===== src/rtl/seq_adder_pkg.sv =====
// -----------------------------------------------------------------------------
// seq_adder_pkg
// Shared definitions for the sequential chunked adder:
//   - FSM state encoding (IDLE=0, RUN=1, DONE=2, 2 bits)
//   - parameter legality check for WIDTH/CHUNK
//   - chunk counter width helper ($clog2(N), never less than 1 bit)
// -----------------------------------------------------------------------------
package seq_adder_pkg;

   typedef enum logic [1:0] {
      IDLE = 2'd0,
      RUN  = 2'd1,
      DONE = 2'd2
   } state_e;

   // WIDTH must be a positive whole multiple of CHUNK.
   function automatic bit params_ok(input int width, input int chunk);
      return (chunk > 0) && (chunk <= width) && ((width % chunk) == 0);
   endfunction

   // Counter width for N chunks; a single-chunk adder still gets one bit.
   function automatic int cnt_width(input int n);
      return (n > 1) ? $clog2(n) : 1;
   endfunction

endpackage : seq_adder_pkg


===== src/rtl/seq_adder_add_chunk.sv =====
// -----------------------------------------------------------------------------
// add_chunk
// Purely combinational CHUNK-bit adder slice.
// Ports:
//   x, y   [CHUNK-1:0] : chunk operands
//   ci                 : carry into bit 0 of the chunk
//   sum    [CHUNK-1:0] : chunk sum
//   co                 : carry out of the top bit of the chunk
//   c_msb              : carry into the top bit of the chunk (for overflow)
// -----------------------------------------------------------------------------
module add_chunk #(
   parameter int CHUNK = 4
) (
   input  logic [CHUNK-1:0] x,
   input  logic [CHUNK-1:0] y,
   input  logic             ci,
   output logic [CHUNK-1:0] sum,
   output logic             co,
   output logic             c_msb
);

   logic [CHUNK:0] full_s;

   // Chunk addition with one extra bit to catch the carry out.
   always_comb begin
      full_s = {1'b0, x} + {1'b0, y} + {{CHUNK{1'b0}}, ci};
      sum    = full_s[CHUNK-1:0];
      co     = full_s[CHUNK];
      // sum bit = x ^ y ^ carry_in, so the carry into the top bit is recovered
      // without slicing below the MSB (keeps CHUNK=1 legal).
      c_msb  = full_s[CHUNK-1] ^ x[CHUNK-1] ^ y[CHUNK-1];
   end

endmodule : add_chunk


===== src/rtl/seq_adder.sv =====
// -----------------------------------------------------------------------------
// seq_adder
// Sequential adder/subtractor that processes CHUNK bits per clock.
// An accepted operation takes N = WIDTH/CHUNK cycles in RUN, then one DONE
// cycle with a done pulse. Results are held in a dedicated result register.
// Ports:
//   clk            : clock, rising edge
//   rst            : synchronous active-high reset (priority over start)
//   start          : request; accepted in IDLE or DONE, ignored in RUN
//   a, b [WIDTH]   : operands
//   c_in           : carry-in (add only)
//   sub            : 0 -> a+b+c_in, 1 -> a-b
//   busy           : high while in RUN
//   done           : one-cycle completion pulse
//   s [WIDTH]      : sum / difference
//   c_out          : carry out of MSB (for subtract: 1 = no borrow)
//   ovf            : two's-complement overflow
// -----------------------------------------------------------------------------
module seq_adder
   import seq_adder_pkg::*;
#(
   parameter int WIDTH = 16,
   parameter int CHUNK = 4
) (
   input  logic             clk,
   input  logic             rst,
   input  logic             start,
   input  logic [WIDTH-1:0] a,
   input  logic [WIDTH-1:0] b,
   input  logic             c_in,
   input  logic             sub,
   output logic             busy,
   output logic             done,
   output logic [WIDTH-1:0] s,
   output logic             c_out,
   output logic             ovf
);

   localparam int N  = WIDTH / CHUNK;
   localparam int CW = cnt_width(N);
   localparam logic [CW-1:0] LAST_CNT = CW'(N - 1);

   generate
      if (!params_ok(WIDTH, CHUNK)) begin : g_bad_params
         $error("seq_adder: WIDTH must be a positive multiple of CHUNK");
      end
   endgenerate

   state_e           state_r;
   state_e           next_state_s;
   logic             accept_s;
   logic             last_s;
   logic             busy_d_s;
   logic             done_d_s;
   logic             busy_r;
   logic             done_r;

   logic [WIDTH-1:0] a_r;
   logic [WIDTH-1:0] b_r;
   logic             carry_r;
   logic [CW-1:0]    cnt_r;
   logic [WIDTH-1:0] work_r;

   logic [WIDTH-1:0] s_r;
   logic             c_out_r;
   logic             ovf_r;

   int               idx_s;
   logic [CHUNK-1:0] chunk_x_s;
   logic [CHUNK-1:0] chunk_y_s;
   logic [CHUNK-1:0] chunk_sum_s;
   logic             chunk_co_s;
   logic             chunk_msb_s;
   logic [WIDTH-1:0] full_sum_s;

   // Select the current chunk of the captured operands.
   always_comb begin
      idx_s     = int'(cnt_r) * CHUNK;
      chunk_x_s = a_r[idx_s +: CHUNK];
      chunk_y_s = b_r[idx_s +: CHUNK];
      last_s    = (cnt_r == LAST_CNT);
   end

   add_chunk #(
      .CHUNK (CHUNK)
   ) u_add_chunk (
      .x     (chunk_x_s),
      .y     (chunk_y_s),
      .ci    (carry_r),
      .sum   (chunk_sum_s),
      .co    (chunk_co_s),
      .c_msb (chunk_msb_s)
   );

   // Working sum with the current chunk merged in (complete on the last chunk).
   always_comb begin
      full_sum_s                     = work_r;
      full_sum_s[idx_s +: CHUNK]     = chunk_sum_s;
   end

   // FSM state register.
   always_ff @(posedge clk) begin
      if (rst) begin
         state_r <= IDLE;
      end else begin
         state_r <= next_state_s;
      end
   end

   // FSM next-state logic and start acceptance.
   always_comb begin
      next_state_s = state_r;
      accept_s     = 1'b0;
      case (state_r)
         IDLE: begin
            if (start) begin
               accept_s     = 1'b1;
               next_state_s = RUN;
            end else begin
               next_state_s = IDLE;
            end
         end
         RUN: begin
            if (last_s) begin
               next_state_s = DONE;
            end else begin
               next_state_s = RUN;
            end
         end
         DONE: begin
            if (start) begin
               accept_s     = 1'b1;
               next_state_s = RUN;
            end else begin
               next_state_s = IDLE;
            end
         end
         default: begin
            next_state_s = IDLE;
         end
      endcase
   end

   // FSM output decode, registered below so busy/done come straight from flops.
   always_comb begin
      busy_d_s = (next_state_s == RUN);
      done_d_s = (state_r == RUN) && last_s;
   end

   // Registered status outputs.
   always_ff @(posedge clk) begin
      if (rst) begin
         busy_r <= 1'b0;
         done_r <= 1'b0;
      end else begin
         busy_r <= busy_d_s;
         done_r <= done_d_s;
      end
   end

   // Operand capture and per-chunk datapath stepping.
   always_ff @(posedge clk) begin
      if (rst) begin
         a_r     <= {WIDTH{1'b0}};
         b_r     <= {WIDTH{1'b0}};
         carry_r <= 1'b0;
         cnt_r   <= {CW{1'b0}};
         work_r  <= {WIDTH{1'b0}};
      end else if (accept_s) begin
         // Subtraction is a + ~b + 1.
         a_r     <= a;
         b_r     <= sub ? ~b : b;
         carry_r <= sub ? 1'b1 : c_in;
         cnt_r   <= {CW{1'b0}};
         work_r  <= {WIDTH{1'b0}};
      end else if (state_r == RUN) begin
         carry_r <= chunk_co_s;
         work_r  <= full_sum_s;
         // Counter parks on the last chunk instead of wrapping.
         if (!last_s) begin
            cnt_r <= cnt_r + CW'(1);
         end else begin
            cnt_r <= cnt_r;
         end
      end else begin
         carry_r <= carry_r;
         cnt_r   <= cnt_r;
      end
   end

   // Result register: written only on the completion edge.
   always_ff @(posedge clk) begin
      if (rst) begin
         s_r     <= {WIDTH{1'b0}};
         c_out_r <= 1'b0;
         ovf_r   <= 1'b0;
      end else if ((state_r == RUN) && last_s) begin
         s_r     <= full_sum_s;
         c_out_r <= chunk_co_s;
         ovf_r   <= chunk_co_s ^ chunk_msb_s;
      end else begin
         s_r     <= s_r;
         c_out_r <= c_out_r;
         ovf_r   <= ovf_r;
      end
   end

   assign busy  = busy_r;
   assign done  = done_r;
   assign s     = s_r;
   assign c_out = c_out_r;
   assign ovf   = ovf_r;

endmodule : seq_adder


===== config.mk =====
export PLATFORM = sky130hd
export DESIGN_NAME = seq_adder
export DESIGN_NICKNAME = d
export VERILOG_FILES = /design/src/rtl/seq_adder_pkg.sv /design/src/rtl/seq_adder_add_chunk.sv /design/src/rtl/seq_adder.sv
export SDC_FILE = /design/constraint.sdc
export NUM_CORES = 1
export LEC_CHECK = 0
export ABC_AREA = 1
export BUFFER_PORTS_ARGS = -buffer_cell sky130_fd_sc_hd__buf_2
export CORE_UTILIZATION = 34
export CTS_CLUSTER_DIAMETER = 40
export DETAILED_ROUTE_END_ITERATION = 8
export HOLD_SLACK_MARGIN = 0.02
export PLACE_DENSITY = 0.57
export SLEW_MARGIN = 5
export SYNTH_ARGS = -nofsm -noshare
export SYNTH_HDL_FRONTEND = slang
export SYNTH_SLANG_ARGS = --single-unit

===== constraint.sdc =====
create_clock -name clk -period 7.9 [get_ports clk]
set_clock_uncertainty 0.15 [all_clocks]
set_input_delay 0.79 -clock clk [delete_from_list [all_inputs] [get_ports clk]]
set_output_delay 0.79 -clock clk [all_outputs]
set_load 0.01 [all_outputs]

Word-level counts from Yosys, hierarchy flattened --
Index checks and enable logic that the tools add are counted.
Cells by class: add/sub/neg operators 4, eq/ne operators 4, shift operators 4, multiplexer cells 10, bitwise logic cells 5, reductions and logical operators 6
Operator list (number):
- $neg A4 Y33 | 1
- $shift A4 B33 Y16 const A | 1
- $shiftx A4 B33 Y16 | 1
- $shiftx A16 B5 Y4 | 2
- $bwmux W16 | 1
- $mux W16 | 1
- $not A16 Y16 | 1
- $mux W1 | 6
- $add A4 B4 Y5 | 1
- $add A5 B1 Y5 | 1
- $eq A2 B1 Y1 const B | 2
- $eq A2 B2 Y1 const B | 2
- $pmux W2 S2 | 1
- $reduce_or A2 Y1 | 2
- $xor A1 B1 Y1 | 3
- $add A2 B1 Y2 const B | 1
- $logic_not A2 Y1 | 1
- $mux W2 | 1
- $reduce_and A2 Y1 | 1
- $reduce_bool A2 Y1 | 1
- $logic_and A1 B1 Y1 | 1
- $not A1 Y1 | 1
Storage, ports and cells: bits in registers 73, input bits 37, output and inout bits 20, word-level logic and storage cells 44

Longest topological paths before layout --
depth after elaboration 6, gate-level depth with buffers 16, gate-level depth less buffers 15

Modules after synthesis --
A second synthesis with hierarchy kept.
Second synthesis, totals: cells, all modules 485, area, all modules 3480.8 um^2
Modules (own cells, without submodules):
- seq_adder | times used 1, cells an instance 454, area each 3273.1 um^2, seq. area each 1361.3 um^2
- add_chunk | times used 1, cells an instance 31, area each 207.7 um^2, seq. area each 0.0 um^2

Worst setup path after synthesis --
Ideal clock, no wire load.
path type register to register, from register cnt_r[0], to register ovf_r (netlist: ovf), setup time 0.056 ns, arrival time 2.465 ns, data required time 7.694 ns, setup slack 5.229 ns, cell stages (with the launch flop) 17, path buffers 2, clock period less this slack 2.671 ns, cells stage by stage dfxtp_1 > inv_1 > buf_2 > buf_2 > nor2_1 > o22ai_1 > fa_1 > fa_1 > nand3_1 > inv_1 > nor2_1 > nand3_1 > nand2_1 > nand2_1 > nand3_1 > nand2_1 > inv_1
Between the ends: longest elaborated chain between the ends 6, elaborated cells between the ends (all ways) 9, classes of those cells add/sub (2); eq/ne (1); shift (2); bitwise (3); reduce/logical (1)
Ends and longest elaborated chain:
- start: declaration | line seq_adder.sv:61 | logic [CW-1:0] cnt_r;
- start signal: assignment | line seq_adder.sv:167 | cnt_r <= {CW{1'b0}};
- start signal: assignment | line seq_adder.sv:174 | cnt_r <= {CW{1'b0}};
- start signal: assignment | line seq_adder.sv:181 | cnt_r <= cnt_r + CW'(1);
- $shiftx A16 B5 Y4, on equally long branches | line seq_adder.sv:79, seq_adder.sv:80
- $add A4 B4 Y5 | line seq_adder_add_chunk.sv:26 | full_s = {1'b0, x} + {1'b0, y} + {{CHUNK{1'b0}}, ci};
- $add A5 B1 Y5 | line seq_adder_add_chunk.sv:26
- $xor A1 B1 Y1 (2 in a row) | line seq_adder_add_chunk.sv:31 | c_msb = full_s[CHUNK-1] ^ x[CHUNK-1] ^ y[CHUNK-1];
- $xor A1 B1 Y1 | line seq_adder.sv:200 | ovf_r <= chunk_co_s ^ chunk_msb_s;
- end signal: assignment | line seq_adder.sv:200
- end signal: assignment | line seq_adder.sv:204 | ovf_r <= ovf_r;
- end: declaration | line seq_adder.sv:66 | logic ovf_r;
Parallel ways exist; a longest one is shown, timed or not. A chain may end at the register's enable or synchronous reset.

Worst setup path in the final report --
from register cnt_r[0], to register work_r[6]
Between the ends: longest elaborated chain between the ends 5, elaborated cells between the ends (all ways) 8, classes of those cells add/sub (3); shift (4); mux (1)
Ends and longest elaborated chain:
- $shiftx A16 B5 Y4, on equally long branches | line seq_adder.sv:79, seq_adder.sv:80
- $add A4 B4 Y5 | line seq_adder_add_chunk.sv:26
- $add A5 B1 Y5 | line seq_adder_add_chunk.sv:26
- $shiftx A4 B33 Y16 | line seq_adder.sv:98 | full_sum_s[idx_s +: CHUNK] = chunk_sum_s;
- $bwmux W16 * | line seq_adder.sv:98
- end signal: assignment | line seq_adder.sv:168 | work_r <= {WIDTH{1'b0}};
- end signal: assignment | line seq_adder.sv:175 | work_r <= {WIDTH{1'b0}};
- end signal: assignment | line seq_adder.sv:178 | work_r <= full_sum_s;
- end: declaration | line seq_adder.sv:62 | logic [WIDTH-1:0] work_r;
Every way passes the cells marked *; elsewhere a longest branch is shown, timed or not.

==> run summary <==
Outcome: complete, no violations
Die Area: 0.0102 sq mm
Max-slew violations: 0
Htree depth: 3
Max_cap viols: 0
Final #Nets: 553
Most frequent CP cell: o21ai_0
Number of synthesized flops with an enable pin: 0
Clock Path Buffers: 2
Layout overhead on the synthesized area: 16.7%
Vias per inst: 4.73
Required time of the worst setup path: 8050 ps
GRT Total Usage: 17.2%
Leading area contributor after synthesis: dfxtp_1
Fraction of layout cells with a size suffix above 1: 16.6%
Crit path cell chain: inv_1 -> o21ai_0 -> o22ai_1 -> fa_1 -> fa_1 -> xor2_1 -> nand4_1 -> o21ai_0 -> o21ai_0 -> inv_1
Crit path DAT: 3830 ps
CP Depth: 10
Vias in the first global route: 2839
Core Util, Final: 41.4%
Final WL: 7890 um
Slew HR: 48.3%
Ant diodes: 0
Avg Cell Area, Syn: 7.20 sq um
Leakage: 1.95 nW
Seq/Total Area, Yosys: 40.9%
Design area: 0.00388 sq mm
Vias: 3024
CTS resizes: 0
Top delay family on crit path: adder cells
Final Hold Fails: 0
Ys flop type: dfxtp_1
Synth Register Bits: 68
Crit start category: flip-flop
Area after DPL: 0.00367 sq mm
Chip height: 101 um
Synth top area share: 40.9%
Drc violations: 0
CTS tree: done
Worst-Skew Late Latency: 350 ps
Antenna-violating nets left: 0
PD cells: 216 mW/mm^2
Post-CTS setup buffers: 0
GRT Residual Overflow: 0
Chip width: 101 um
Synth Warn #: 0
TNS Setup: 0 ps
CP Capture Type: flip-flop
Clk sinks: 68
Pre-antenna DRT Iters: 5
Peak Freq: 0.272 GHz
Final setup vio count: 0
First-pass GRT wire length: 13500 um
I/O pins: 57
CTS Buf Count: 9
Hold WC Path Type: reg -> reg
Core area: 0.00937 sq mm
Mapped Cells: 462
Tcrit/Tclk final: 46.6%
Initial core utilization: 35.5%
Max VDD drop: 0.0988 mV
Critical path class: reg -> reg
Unrepaired setup endpoints after global routing: no
Post-synth cell types: 29
Tmin final: 3680 ps
Pin count of the biggest net entering global routing: 52
Syn Std Cell Area: 0.00333 sq mm
Asr flop ratio synth: 0%
Wirelength per Cell: 12.3 um
Post-Syn Nets: 509
Clock transition at path regs: 80 ps
Worst Path Buf+Inv: 2
Critical-path top delay cell: dfxtp_1
Least-Margin Pin Slew: 774 ps
CTS Hold Bufs: 0
Design Power: 0.838 mW
Hpwl dp: 5530 um
Ranking of synthesized cells by area: dfxtp_1 (41%), o21ai_0 (10%), nand2_1 (8.7%)
FP Rows: 35
R2R cell count: 10
Initial antenna violation count: 0
Root buf cell: clkbuf_8
Final RePlAce weighted congestion: 0.857
Worst-path maximum fanout: 24
Detailed Route Iter0 Violations: 170
CP peak stage delay: 830 ps
Port buffer count: 56
Min-Delay Path Depth: 2
==> power breakdown <==
part	total (mW)	internal, mW	switching [mW]	leakage, nW
clock network	0.311	0.176	0.135	0.109
registers	0.377	0.364	0.0132	0.558
logic	0.150	0.0540	0.0957	1.29
==> placed cells by master (no fill, tap or decap), types with 2 or more instances in the layout <==
cell	netlist	layout
clkbuf_8	0	9
o22ai_1	9	9
fa_1	2	2
clkinv_2	0	3
dfxtp_1	68	68
o211ai_1	2	2
xnor2_1	16	16
nor2_8	2	2
nor2_1	51	50
nand3_1	20	20
buf_2	12	56
bufinv_16	0	2
o21ai_0	67	67
inv_2	3	3
ha_1	8	8
inv_1	52	52
nand2_1	77	77
inv_4	2	2
buf_4	0	2
nand4_1	4	4
o21ai_1	8	8
a21oi_1	38	38
==> tightest hold or removal path, delay by kind of cell (launching register included) <==
kind	cells	cell delay, ps
compound gates	1	60
simple gates	1	60
flops	1	310
==> synthesized netlist by cell type (2+ instances only) <==
master / instances
a21oi_1: 38
buf_2: 12
clkbuf_1: 11
dfxtp_1: 68
fa_1: 2
ha_1: 8
inv_1: 52
inv_2: 3
inv_4: 2
nand2_1: 77
nand3_1: 20
nand4_1: 4
nor2_1: 51
nor2_8: 2
o211ai_1: 2
o21ai_0: 67
o21ai_1: 8
o22ai_1: 9
xnor2_1: 16
==> cell type report <==
type / instances / area [sq um]
fill: 1042 / 5490
clock inverter: 7 / 91.3
sequential: 68 / 1360
multi-input combinational: 312 / 1630
inverter: 57 / 219
tap: 129 / 161
timing repair buffer: 58 / 295
clock buffer: 9 / 124
==> layer usage <==
layer	global-route usage, %	share of wire (%)	wire length, um
met5	0	0	0
met4	4.35	1.2	92
met3	5.41	4.2	332
met2	28.8	48	3800
met1	21.4	46	3670
==> sequential cells by signal, summed over array words and instances (netlist names), 2 cells and up <==
| name | cells |
|---|---|
| a_r | 16 |
| work_r | 12 |
| b_r | 16 |
| cnt_r | 2 |
| state_r | 2 |
| s | 16 |
==> metrics by stage <==
stage / setup slack (ps) / hold WS [ps] / cells
6_report: 4220 / 317 / 640
4_1_cts: 4260 / 321 / 640
5_1_grt: 3850 / 347 / 640
3_5_place_dp: 4290 / 310 / 624
2_1_floorplan: 5230 / 322 / 462
3_3_place_gp: 4360 / 306 / 624
==> worst paths after layout <==
kind | startpoint | to | slack (ps)
min | s[12] | s[12] | 320
min reg2reg | s[12] | s[12] | 320
max | cnt_r[0] | work_r[6] | 4220
max reg2reg | cnt_r[0] | work_r[6] | 4220
==> cell families after synthesis <==
group / share of synthesized area [%]
fa+ha+maj: 4.21
simple gates: 20.6
xor+xnor: 4.48
buf+inv: 10.1
flops: 40.9
compound gates: 19.6
Power figures use the tool's default switching activity.
